==> src/rtl/uar_rx.sv <==
// uar_rx: UART receive deserialiser. 8 data bits LSB first, optional parity,
// one stop bit, idle-high line. Bit timing comes from a runtime divisor that
// is captured while idle, so software may retune the baud rate between frames.
// Received bytes are offered on a valid/ready handshake with per-byte flags.
module uar_rx #(
  parameter int DIV_W = 16
) (
  input  logic             Clk,
  input  logic             Rst_n,
  input  logic             RxIn,
  input  logic [DIV_W-1:0] BaudDiv,
  input  logic             ParityEn,
  input  logic             ParityOdd,
  output logic [7:0]       RxData,
  output logic             RxValid,
  input  logic             RxReady,
  output logic             FrameErr,
  output logic             ParityErr,
  output logic             OverrunErr,
  output logic             Busy
);

  typedef enum logic [2:0] {
    IDLE,
    START,
    DATA,
    PARITY,
    STOP,
    WAIT_IDLE
  } state_t;

  localparam logic [DIV_W-1:0] ONE = {{(DIV_W-1){1'b0}}, 1'b1};

  state_t           state;
  logic [DIV_W-1:0] bit_cnt;
  logic [DIV_W-1:0] div_q;
  logic             par_en_q;
  logic             par_odd_q;
  logic             par_err;
  logic [2:0]       bit_idx;
  logic [7:0]       shift_q;
  logic             sample;

  // A bit is sampled on the cycle the timing counter has run down to zero.
  assign sample = (bit_cnt == '0);

  // Busy simply reflects that a frame (or break recovery) is in progress.
  assign Busy = (state != IDLE);

  // Receive FSM, bit timing, shift register and output handshake in one place
  // so that the completion/accept interaction is resolved in a single step.
  always_ff @(posedge Clk or negedge Rst_n) begin
    if (!Rst_n) begin
      state      <= IDLE;
      bit_cnt    <= '0;
      div_q      <= '0;
      par_en_q   <= 1'b0;
      par_odd_q  <= 1'b0;
      par_err    <= 1'b0;
      bit_idx    <= 3'd0;
      shift_q    <= 8'h00;
      RxData     <= 8'h00;
      RxValid    <= 1'b0;
      FrameErr   <= 1'b0;
      ParityErr  <= 1'b0;
      OverrunErr <= 1'b0;
    end else begin
      OverrunErr <= 1'b0;
      if (RxValid && RxReady) begin
        RxValid <= 1'b0;
      end

      case (state)
        IDLE: begin
          div_q     <= BaudDiv;
          par_en_q  <= ParityEn;
          par_odd_q <= ParityOdd;
          if (!RxIn) begin
            // Loading half-divisor minus one puts the start sample exactly
            // half a bit after the falling edge was first seen.
            bit_cnt <= (BaudDiv >> 1) - ONE;
            par_err <= 1'b0;
            state   <= START;
          end
        end

        START: begin
          if (sample) begin
            if (RxIn) begin
              state <= IDLE;
            end else begin
              bit_cnt <= div_q - ONE;
              bit_idx <= 3'd0;
              state   <= DATA;
            end
          end else begin
            bit_cnt <= bit_cnt - ONE;
          end
        end

        DATA: begin
          if (sample) begin
            shift_q <= {RxIn, shift_q[7:1]};
            bit_cnt <= div_q - ONE;
            if (bit_idx == 3'd7) begin
              state <= par_en_q ? PARITY : STOP;
            end else begin
              bit_idx <= bit_idx + 3'd1;
            end
          end else begin
            bit_cnt <= bit_cnt - ONE;
          end
        end

        PARITY: begin
          if (sample) begin
            par_err <= RxIn ^ (^shift_q) ^ par_odd_q;
            bit_cnt <= div_q - ONE;
            state   <= STOP;
          end else begin
            bit_cnt <= bit_cnt - ONE;
          end
        end

        STOP: begin
          if (sample) begin
            // A same-cycle accept frees the holding register, so the new
            // byte replaces the old one and RxValid stays high.
            if (!RxValid || RxReady) begin
              RxData    <= shift_q;
              FrameErr  <= ~RxIn;
              ParityErr <= par_en_q & par_err;
              RxValid   <= 1'b1;
            end else begin
              OverrunErr <= 1'b1;
            end
            state <= RxIn ? IDLE : WAIT_IDLE;
          end else begin
            bit_cnt <= bit_cnt - ONE;
          end
        end

        WAIT_IDLE: begin
          if (RxIn) begin
            state <= IDLE;
          end
        end

        default: begin
          state <= IDLE;
        end
      endcase
    end
  end

endmodule

==> config.mk <==
export PLATFORM = sky130hd
export DESIGN_NAME = uar_rx
export DESIGN_NICKNAME = d
export VERILOG_FILES = /design/src/rtl/uar_rx.sv
export SDC_FILE = /design/constraint.sdc
export NUM_CORES = 1
export LEC_CHECK = 0
export BUFFER_PORTS_ARGS = -buffer_cell sky130_fd_sc_hd__buf_2
export CAP_MARGIN = 10
export CORE_ASPECT_RATIO = 0.75
export CORE_MARGIN = 2
export CORE_UTILIZATION = 54
export CTS_CLUSTER_DIAMETER = 120
export DETAILED_ROUTE_END_ITERATION = 12
export GPL_TIMING_DRIVEN = 0
export PLACE_DENSITY = 0.76
export SYNTH_ARGS = -nofsm -noshare
export SYNTH_HDL_FRONTEND = slang
export SYNTH_SLANG_ARGS = --single-unit
export TNS_END_PERCENT = 30
==> constraint.sdc <==
create_clock -name Clk -period 2.6 [get_ports Clk]
set_input_delay 0.39 -clock Clk [delete_from_list [all_inputs] [get_ports Clk]]
set_output_delay 0.39 -clock Clk [all_outputs]
set_load 0.01 [all_outputs]
=== Word level (Yosys, flattened, before mapping) ===
Cells that the tools add are included.

* Register bits: 61
* Latch bits: 0
* Memory bits (writable): 0
* ROM bits: 0
* Bits of input ports: 22
* Logic and storage cells: 87
* Memories kept: 0

* Add/subtract/negate cells: 4
* $mul: 0
* Divide/modulo/power cells: 0
* $lt $le $gt $ge: 0
* Equality and inequality tests: 17
* Shift-type cells: 0
* Mux-type cells: 32
* Bitwise operators: 4
* Reduce and logical (&&, ||, !) cells: 17

{| class="wikitable"
|+ Operators by type and width
! operator !! number
|-
| $mux W16 || 5
|-
| $pmux W16 S4 || 1
|-
| $mux W3 || 13
|-
| $sub A16 B1 Y16 const B || 2
|-
| $ne A2 B2 Y1 const B || 10
|-
| $pmux W3 S6 || 1
|-
| $logic_not A16 Y1 || 1
|-
| $sub A15 B1 Y16 const B || 1
|-
| $eq A3 B3 Y1 const B || 3
|-
| $mux W1 || 9
|-
| $reduce_xor A8 Y1 || 1
|-
| $reduce_and A7 Y1 || 1
|-
| $eq A3 B2 Y1 const B || 2
|-
| $pmux W3 S2 || 1
|-
| $reduce_and A3 Y1 || 2
|-
| $reduce_and A5 Y1 || 1
|-
| $reduce_and A4 Y1 || 1
|-
| $reduce_bool A2 Y1 || 2
|-
| $reduce_bool A4 Y1 || 1
|-
| $add A3 B1 Y3 const B || 1
|-
| $eq A3 B1 Y1 const B || 1
|-
| $logic_not A3 Y1 || 1
|-
| $ne A3 B3 Y1 const B || 1
|-
| $reduce_bool A3 Y1 || 1
|-
| other kinds (10) || 11
|}

=== Depth between registers and ports, before layout ===
Gate-level depths: netlist of run 1.

* Depth in word-level cells: 5
* Depth in mapped cells: 10
* Depth with buffers taken out: 8

=== Least setup slack after synthesis of run 1 ===
No wires, ideal clock.

* Path type: register to register
* Start point: reg bit_cnt[0]
* End point: reg shift_q[0]
* Arrival: 2.429 ns
* Path slack: 0.046 ns
* Stages on the path, launching flop included: 10
* Buffers on the path: 2
* Path through: dfrtp_1 inv_1 ha_1 nor4b_1 nand2_1 or3_1 buf_2 or4_4 buf_6 mux2_4

* Cells in the longest elaborated chain, start to end: 2

{| class="wikitable"
|+ RTL lines
! item !! line !! RTL
|-
| start, declared || 35 || <nowiki>logic [DIV_W-1:0] bit_cnt;</nowiki>
|-
| start signal, assigned || 81 || <nowiki>bit_cnt <= (BaudDiv >> 1) - ONE;</nowiki>
|-
| start signal, assigned || 92 || <nowiki>bit_cnt <= div_q - ONE;</nowiki>
|-
| start signal, assigned || 97 || <nowiki>bit_cnt <= bit_cnt - ONE;</nowiki>
|-
| $logic_not A16 Y1 || 45 || <nowiki>assign sample = (bit_cnt == '0);</nowiki>
|-
| $reduce_and A2 Y1 (no line) || -- ||
|-
| end signal, assigned || 103 || <nowiki>shift_q <= {RxIn, shift_q[7:1]};</nowiki>
|-
| end, declared || 41 || <nowiki>logic [7:0] shift_q;</nowiki>
|}

Every way passes these cells.
A chain may end at the register's enable or synchronous reset.

=== Worst setup path in the final report of run 1 ===
* Start point: reg bit_cnt[0]
* End point: reg shift_q[5]

The elaborated chain is that of the path after synthesis.

==> impl_metrics.env, run 1 <==
export IMPL_outcome="complete, but fails checks"
export IMPL_violations="setup timing"
export IMPL_critPathMaxFanout=9
export IMPL_ys_warn_count=0
export IMPL_die_y_um=77.02
export IMPL_numClockSinks=61
export IMPL_worst_r2r_endpoint="shift_q[5]"
export IMPL_via_count=3482
export IMPL_pin_count=35
export IMPL_antenna_found_initial=0
export IMPL_drv_slew=0
export IMPL_instances_no_fill=570
export IMPL_synth_area_mux_share_pct=7.529
export IMPL_reg2regPathDepth=9
export IMPL_multiInputGateArea_um2=2278
export IMPL_hold_violations=0
export IMPL_cp_start_kind="register"
export IMPL_cp_end_kind="register"
export IMPL_placedCellCount=549
export IMPL_die_x_um=101.4
export IMPL_dpl_hpwl_um=7253
export IMPL_dieArea_um2=7806
export IMPL_routabilityCongestion=0.9179
export IMPL_seq_area_frac_synth_pct=39.77
export IMPL_numCtsBuffers=9
export IMPL_cp_required_ns=2.83
export IMPL_syn_inst=431
export IMPL_ff2ff_setup_slack_ns=-0.05
export IMPL_netlist_area_um2=3839
export IMPL_ir_worst_vdd_v=0.0005146
export IMPL_crit_slowest_cell="or4_4"
export IMPL_crit_family="simple AND/OR/NAND/NOR gates"
export IMPL_floorplan_rows=26
export IMPL_synth_edf_count=0
export IMPL_clockBufferDepth=2
export IMPL_cp_cell_sequence="inv_1 -> ha_2 -> nor4b_4 -> nand2_2 -> or3_1 -> buf_4 -> or4_4 -> buf_8 -> mux2_4"
export IMPL_timing_final_crit_share_pct=101.8
export IMPL_hp_class="in2async"
export IMPL_syn_nets=459
export IMPL_holdBufCountCts=0
export IMPL_grt_pass1_wl_um=16350
export IMPL_synth_xor_area_share_pct=10.04
export IMPL_fmax_mhz=377.9
export IMPL_drc_errors=0
export IMPL_start_util_pct=56.19
export IMPL_fin_setup_tns_ns=-0.3097
export IMPL_syn_avg_cell_area_um2=8.906
export IMPL_max_stage_delay_ns=0.42
export IMPL_slew_headroom_pct=39.74
export IMPL_cp_arrival_ns=2.88
export IMPL_grt_max_degree=41
export IMPL_drive_above_1_share_pct=22.43
export IMPL_tritoncts="done"
export IMPL_powerDensity_nw_per_um2=956.7
export IMPL_worst_path_buf_inv=3
export IMPL_ys_flop_type="dfrtp_1"
export IMPL_min_period_ns=2.646
export IMPL_worst_setup_path_type="reg2reg"
export IMPL_dp_slack_ns=-0.2490
export IMPL_dr_pass1_iters=5
export IMPL_setup_violations_final=8
export IMPL_h_tree_depth=3
export IMPL_leakage_uw=0.001990
export IMPL_synth_top_family_by_area="simple AND/OR/NAND/NOR gates"
export IMPL_synth_fa_ha_area_share_pct=1.956
export IMPL_rsz0062_at_grt="yes"
export IMPL_clkLatencyLatePin_ns=0.35
export IMPL_max_cap_violations=0
export IMPL_synth_distinct_cells=58
export IMPL_path_clk_slew_ns=0.08
export IMPL_area_delta_synth_final_pct=16.49
export IMPL_async_flop_share_pct=100.0
export IMPL_cts_root_buf="clkbuf_8"
export IMPL_r2r_start="bit_cnt[0]"
export IMPL_port_buffers=33
export IMPL_dr_first_iter_drc_count=421
export IMPL_synth_compound_area_share_pct=16.17
export IMPL_grtUsageTotal_pct=27.11
export IMPL_skew_ns=0.01352
export IMPL_final_cell_mix="nand2_1 (67), dfrtp_1 (61), o21ai_0 (34), buf_2 (34), nor2_1 (33)"
export IMPL_final_common_cell="nand2_1"
export IMPL_grt_pass1_vias=3150
export IMPL_yosys_area_share_simple_pct=21.28
export IMPL_ff_latch_area_um2=1526
export IMPL_fillCellCount=563
export IMPL_nNetsFinal=509
export IMPL_wl_um=10160
export IMPL_vias_per_cell=6.109
export IMPL_insertedDiodeCount=0
export IMPL_max_slew_worst_pin_slew_ns=0.8956
export IMPL_final_setup_worst_slack_ns=-0.04615
export IMPL_core_um2=6832
export IMPL_grt_overflow_total=0
export IMPL_routedWlPerCell_um=17.82
export IMPL_ys_ff_latch=61
export IMPL_drtAntennaViolNets=0
registers in the layout, indices dropped and copies added, names as in the netlist:
signal	flops
shift_q	8
RxValid	1
OverrunErr	1
div_q	16
par_en_q	1
FrameErr	1
par_err	1
state	3
bit_cnt	16
RxData	8
bit_idx	3
par_odd_q	1
ParityErr	1
cell type report:
class,instances,area share (%)
clock inverter,6,1.035
inverter,10,0.8394
buffer,19,2.015
tap,84,2.350
clock buffer,10,3.078
timing repair buffer,41,5.596
multi-input combinational,339,50.95
sequential,61,34.14
layer usage:
metal	global-route usage, %	share of wire (%)
met4	7.568	1.4
met3	6.563	8.2
met1	43.46	49
met2	35.83	42
met5	0	0
power by group:
group / total, µW / internal [µW] / switching, µW
Sequential: 1560 / 1220 / 344
Combinational: 1920 / 822 / 1090
Clock: 801 / 378 / 423
Yosys cell counts, drive strengths merged (3+ instances only):
cell type,instances,area [µm²]
a211oi,6,45.04
a21o,3,22.52
a21oi,11,55.05
a221oi,4,35.03
a22o,3,26.28
buf,3,20.01
clkbuf,18,67.56
dfrtp,61,1526
ha,6,75.07
inv,10,37.53
mux2,23,289.0
nand2,68,255.2
nand2b,3,18.77
nand3,7,35.03
nand4,3,18.77
nor2,35,133.9
nor2b,4,25.02
nor3,16,85.08
nor4,10,62.56
o211ai,7,52.55
o21ai,35,175.2
o22ai,7,43.79
o32ai,3,26.28
or2,3,18.77
or3,5,36.28
or4,5,41.29
xnor2,21,183.9
xor2,23,201.4
metrics by stage:
| stage | utilization [%] | hold slack (ns) | cell area (µm²) | power, µW |
|---|---|---|---|---|
| 6_report | 65.46 | 0.01446 | 4472 | 4278 |
| 5_1_grt | 65.46 | 0.06152 | 4472 | 4537 |
| 4_1_cts | 64.16 | 0.02777 | 4383 | 4099 |
| 3_5_place_dp | 60.44 | 0.4105 | 4129 | 3207 |
| 3_3_place_gp | 60.15 | 0.4579 | 4109 | 3156 |
| 2_1_floorplan | - | 0.09441 | 3839 | 2729 |
kinds of logic (layout without fill, tap and decap cells):
family	Yosys count	after routing
mux	23	23
compound gates	96	96
flops	61	61
buf+inv	31	86
fa+ha+maj	6	6
simple gates	170	170
xor+xnor	44	44
how the worst max path moves through the flow:
stage	start	end	slack (ns)	depth (start not counted)
final	bit_cnt[0]	shift_q[5]	-0.05	9
after global routing	bit_cnt[0]	shift_q[6]	-0.07	9
after CTS	bit_cnt[8]	bit_cnt[1]	-0.002	6
after detailed placement	bit_cnt[0]	shift_q[4]	-0.25	9
after global placement	bit_cnt[0]	bit_cnt[0]	-0.27	9
after floorplan	bit_cnt[0]	shift_q[0]	0.05	9
what timing repair did:
item                                    in CTS  in global routing
pin swaps                                    1                  3
hold endpoints to repair                     0                  0
gates resized for setup                     11                 17
buffers inserted                             4                  3
endpoints found under the setup margin      37                 35
Note: power is estimated with default switching activity, not from simulation.
==> inputs of run 2 (changes only) <==
--- a/config.mk
+++ b/config.mk
@@ -14,6 +14,7 @@
 export DETAILED_ROUTE_END_ITERATION = 12
 export GPL_TIMING_DRIVEN = 0
 export PLACE_DENSITY = 0.76
+export SETUP_SLACK_MARGIN = 0.05
 export SYNTH_ARGS = -nofsm -noshare
 export SYNTH_HDL_FRONTEND = slang
 export SYNTH_SLANG_ARGS = --single-unit
==> run 2 against run 1 <==
  * Register-to-register slack improved by 0.04 ns
  * Combinational power about the same
  * The flow still finishes with violations (setup timing)
  * Non-clock buffer count increased by 6
  * Worst setup slack improved by 0.035 ns
  * Hold slack improved by 0.24 ns
  * Global-route usage increased by 2.0 points
==> impl_metrics.env, run 2 (synthesized netlist as in run 1, its figures left out) <==
export IMPL_outcome="complete, but fails checks"
export IMPL_violations="setup timing"
export IMPL_antenna_found_initial=0
export IMPL_grt_pass1_wl_um=17430
export IMPL_skew_ns=0.01344
export IMPL_worst_setup_path_type="reg2reg"
export IMPL_pin_count=35
export IMPL_max_stage_delay_ns=0.43
export IMPL_max_cap_violations=0
export IMPL_fillCellCount=564
export IMPL_r2r_start="bit_cnt[9]"
export IMPL_timing_final_crit_share_pct=100.4
export IMPL_leakage_uw=0.002051
export IMPL_routedWlPerCell_um=18.72
export IMPL_grtUsageTotal_pct=29.09
export IMPL_vias_per_cell=6.283
export IMPL_final_setup_worst_slack_ns=-0.01083
export IMPL_powerDensity_nw_per_um2=981.0
export IMPL_p_clk_share_pct=21.7
export IMPL_drc_errors=0
export IMPL_p_comb_share_pct=43.4
export IMPL_numCtsBuffers=9
export IMPL_fin_setup_tns_ns=-0.03510
export IMPL_top_regs="bit_cnt: 16 flops, div_q: 16 flops"
export IMPL_grt_pass1_vias=3410
export IMPL_area_delta_synth_final_pct=19.46
export IMPL_clkLatencyLatePin_ns=0.36
export IMPL_nNetsFinal=515
export IMPL_internal_power_uw=2602
export IMPL_grt_overflow_total=0
export IMPL_floorplan_rows=26
export IMPL_hp_class="in2reg"
export IMPL_rsz0062_at_grt="yes"
export IMPL_slew_headroom_pct=40.30
export IMPL_fmax_mhz=383.0
export IMPL_dr_first_iter_drc_count=318
export IMPL_cp_end_kind="register"
export IMPL_drv_slew=0
export IMPL_p_seq_share_pct=34.9
export IMPL_min_period_ns=2.611
export IMPL_max_slew_worst_pin_slew_ns=0.8872
export IMPL_via_count=3619
export IMPL_die_y_um=77.02
export IMPL_wl_um=10780
export IMPL_worst_r2r_endpoint="shift_q[6]"
export IMPL_port_buffers=33
export IMPL_cp_arrival_ns=2.86
export IMPL_ff2ff_setup_slack_ns=-0.01
export IMPL_p_switching_uw=1897
export IMPL_tritoncts="done"
export IMPL_min_to="par_odd_q"
export IMPL_path_clk_slew_ns=0.07
export IMPL_cp_required_ns=2.85
export IMPL_core_um2=6832
export IMPL_final_common_cell="nand2_1"
export IMPL_final_cell_mix="nand2_1 (67), dfrtp_1 (59), nor2_1 (33), o21ai_0 (33), buf_2 (33)"
export IMPL_final_cell_area_um2=4586
export IMPL_drive_above_1_share_pct=22.97
export IMPL_ir_worst_vdd_v=0.0005576
export IMPL_crit_slowest_cell="or4_4"
export IMPL_routabilityCongestion=0.9404
export IMPL_start_util_pct=56.19
export IMPL_hp_start="ParityOdd"
export IMPL_critPathMaxFanout=9
export IMPL_h_tree_depth=3
export IMPL_clockBufferDepth=2
export IMPL_die_x_um=101.4
export IMPL_dieArea_um2=7806
export IMPL_reg2regPathDepth=7
export IMPL_grt_max_degree=23
export IMPL_placed_area_um2=4170
export IMPL_cp_start_kind="register"
export IMPL_cts_root_buf="clkbuf_8"
export IMPL_cp_cell_sequence="or3_4 -> or2_4 -> or3_1 -> buf_6 -> or4_4 -> buf_12 -> mux2_4"
export IMPL_swShare_pct=42.17
export IMPL_drtAntennaViolNets=0
export IMPL_hold_violations=0
export IMPL_dr_pass1_iters=6
export IMPL_dpl_hpwl_um=7614
export IMPL_hold_depth=2
export IMPL_setup_violations_final=7
export IMPL_insertedDiodeCount=0
export IMPL_numClockSinks=61
run 2: changes by cell type in the layout (fill, tap and decap cells not counted), moves of 2 or more:
cell	delta
inv_6	-2
bufinv_16	+2
buf_16	+2
buf_4	+4
dfrtp_1	-2
dfrtp_2	+2
run 2: through the flow:
step,total power [µW],worst slack (ns),util [%],hold slack [ns],std cells
detailed placement,3235,-0.4557,61.04,0.3797,550
CTS,4352,0.01062,66.06,0.2564,572
floorplan,2734,0.05742,-,0.09441,431
global placement,3165,-0.2782,60.24,0.4579,548
global route,4746,-0.04693,67.12,0.2704,576
finish,4498,-0.01083,67.12,0.2579,576
run 2: cell type report:
type / instances / area [µm²] / area share, %
Tap cell: 84 / 105.1 / 2.292
Inverter: 10 / 37.54 / 0.8186
Clock buffer: 11 / 141.4 / 3.083
Buffer: 19 / 98.84 / 2.156
Multi-Input combinational cell: 339 / 2277 / 49.66
Sequential cell: 61 / 1529 / 33.34
Clock inverter: 5 / 83.83 / 1.828
Timing Repair Buffer: 47 / 312.8 / 6.821
run 2: worst max path at each step:
stage          startpoint     endpoint  slack, ns
6_report       bit_cnt[9]   shift_q[6]      -0.01
5_1_grt        bit_cnt[9]   shift_q[4]      -0.05
4_1_cts        bit_cnt[2]  bit_cnt[13]       0.01
3_5_place_dp   bit_cnt[0]   bit_cnt[1]      -0.46
3_3_place_gp   bit_cnt[4]   bit_cnt[1]      -0.28
2_1_floorplan  bit_cnt[8]   shift_q[0]       0.06
run 2: timing repair:
action / in CTS / in global routing
resized for setup: 16 / 15
pin swaps: 3 / 1
endpoints found under the setup margin: 37 / 36
hold buffers: 1 / 0
setup buffers: 7 / 4
endpoints found under the hold margin: 1 / 0
run 2: worst max-delay path, delay by kind of cell (launching register included):
| kind | cells | cell delay [ns] |
|---|---|---|
| flops | 1 | 0.41 |
| simple gates | 4 | 1.47 |
| buf+inv | 2 | 0.32 |
| mux | 1 | 0.30 |
run 2: power by group through the flow:
stage / clock network [µW] / logic [µW] / registers (µW)
after floorplan: 0 / 1270 / 1470
after global routing: 1020 / 2120 / 1600
after detailed placement: 0 / 1680 / 1560
after global placement: 0 / 1630 / 1540
after CTS: 986 / 1820 / 1550
final: 975 / 1950 / 1570
run 2: per-layer routing:
layer,vias up,GRT usage [%],part of all wire (%)
met4,0,10.81,1.7
met2,197,40.07,43
met5,-,0,0
met1,1732,45.24,46
met3,29,5.105,9.0
li1,1661,-,-
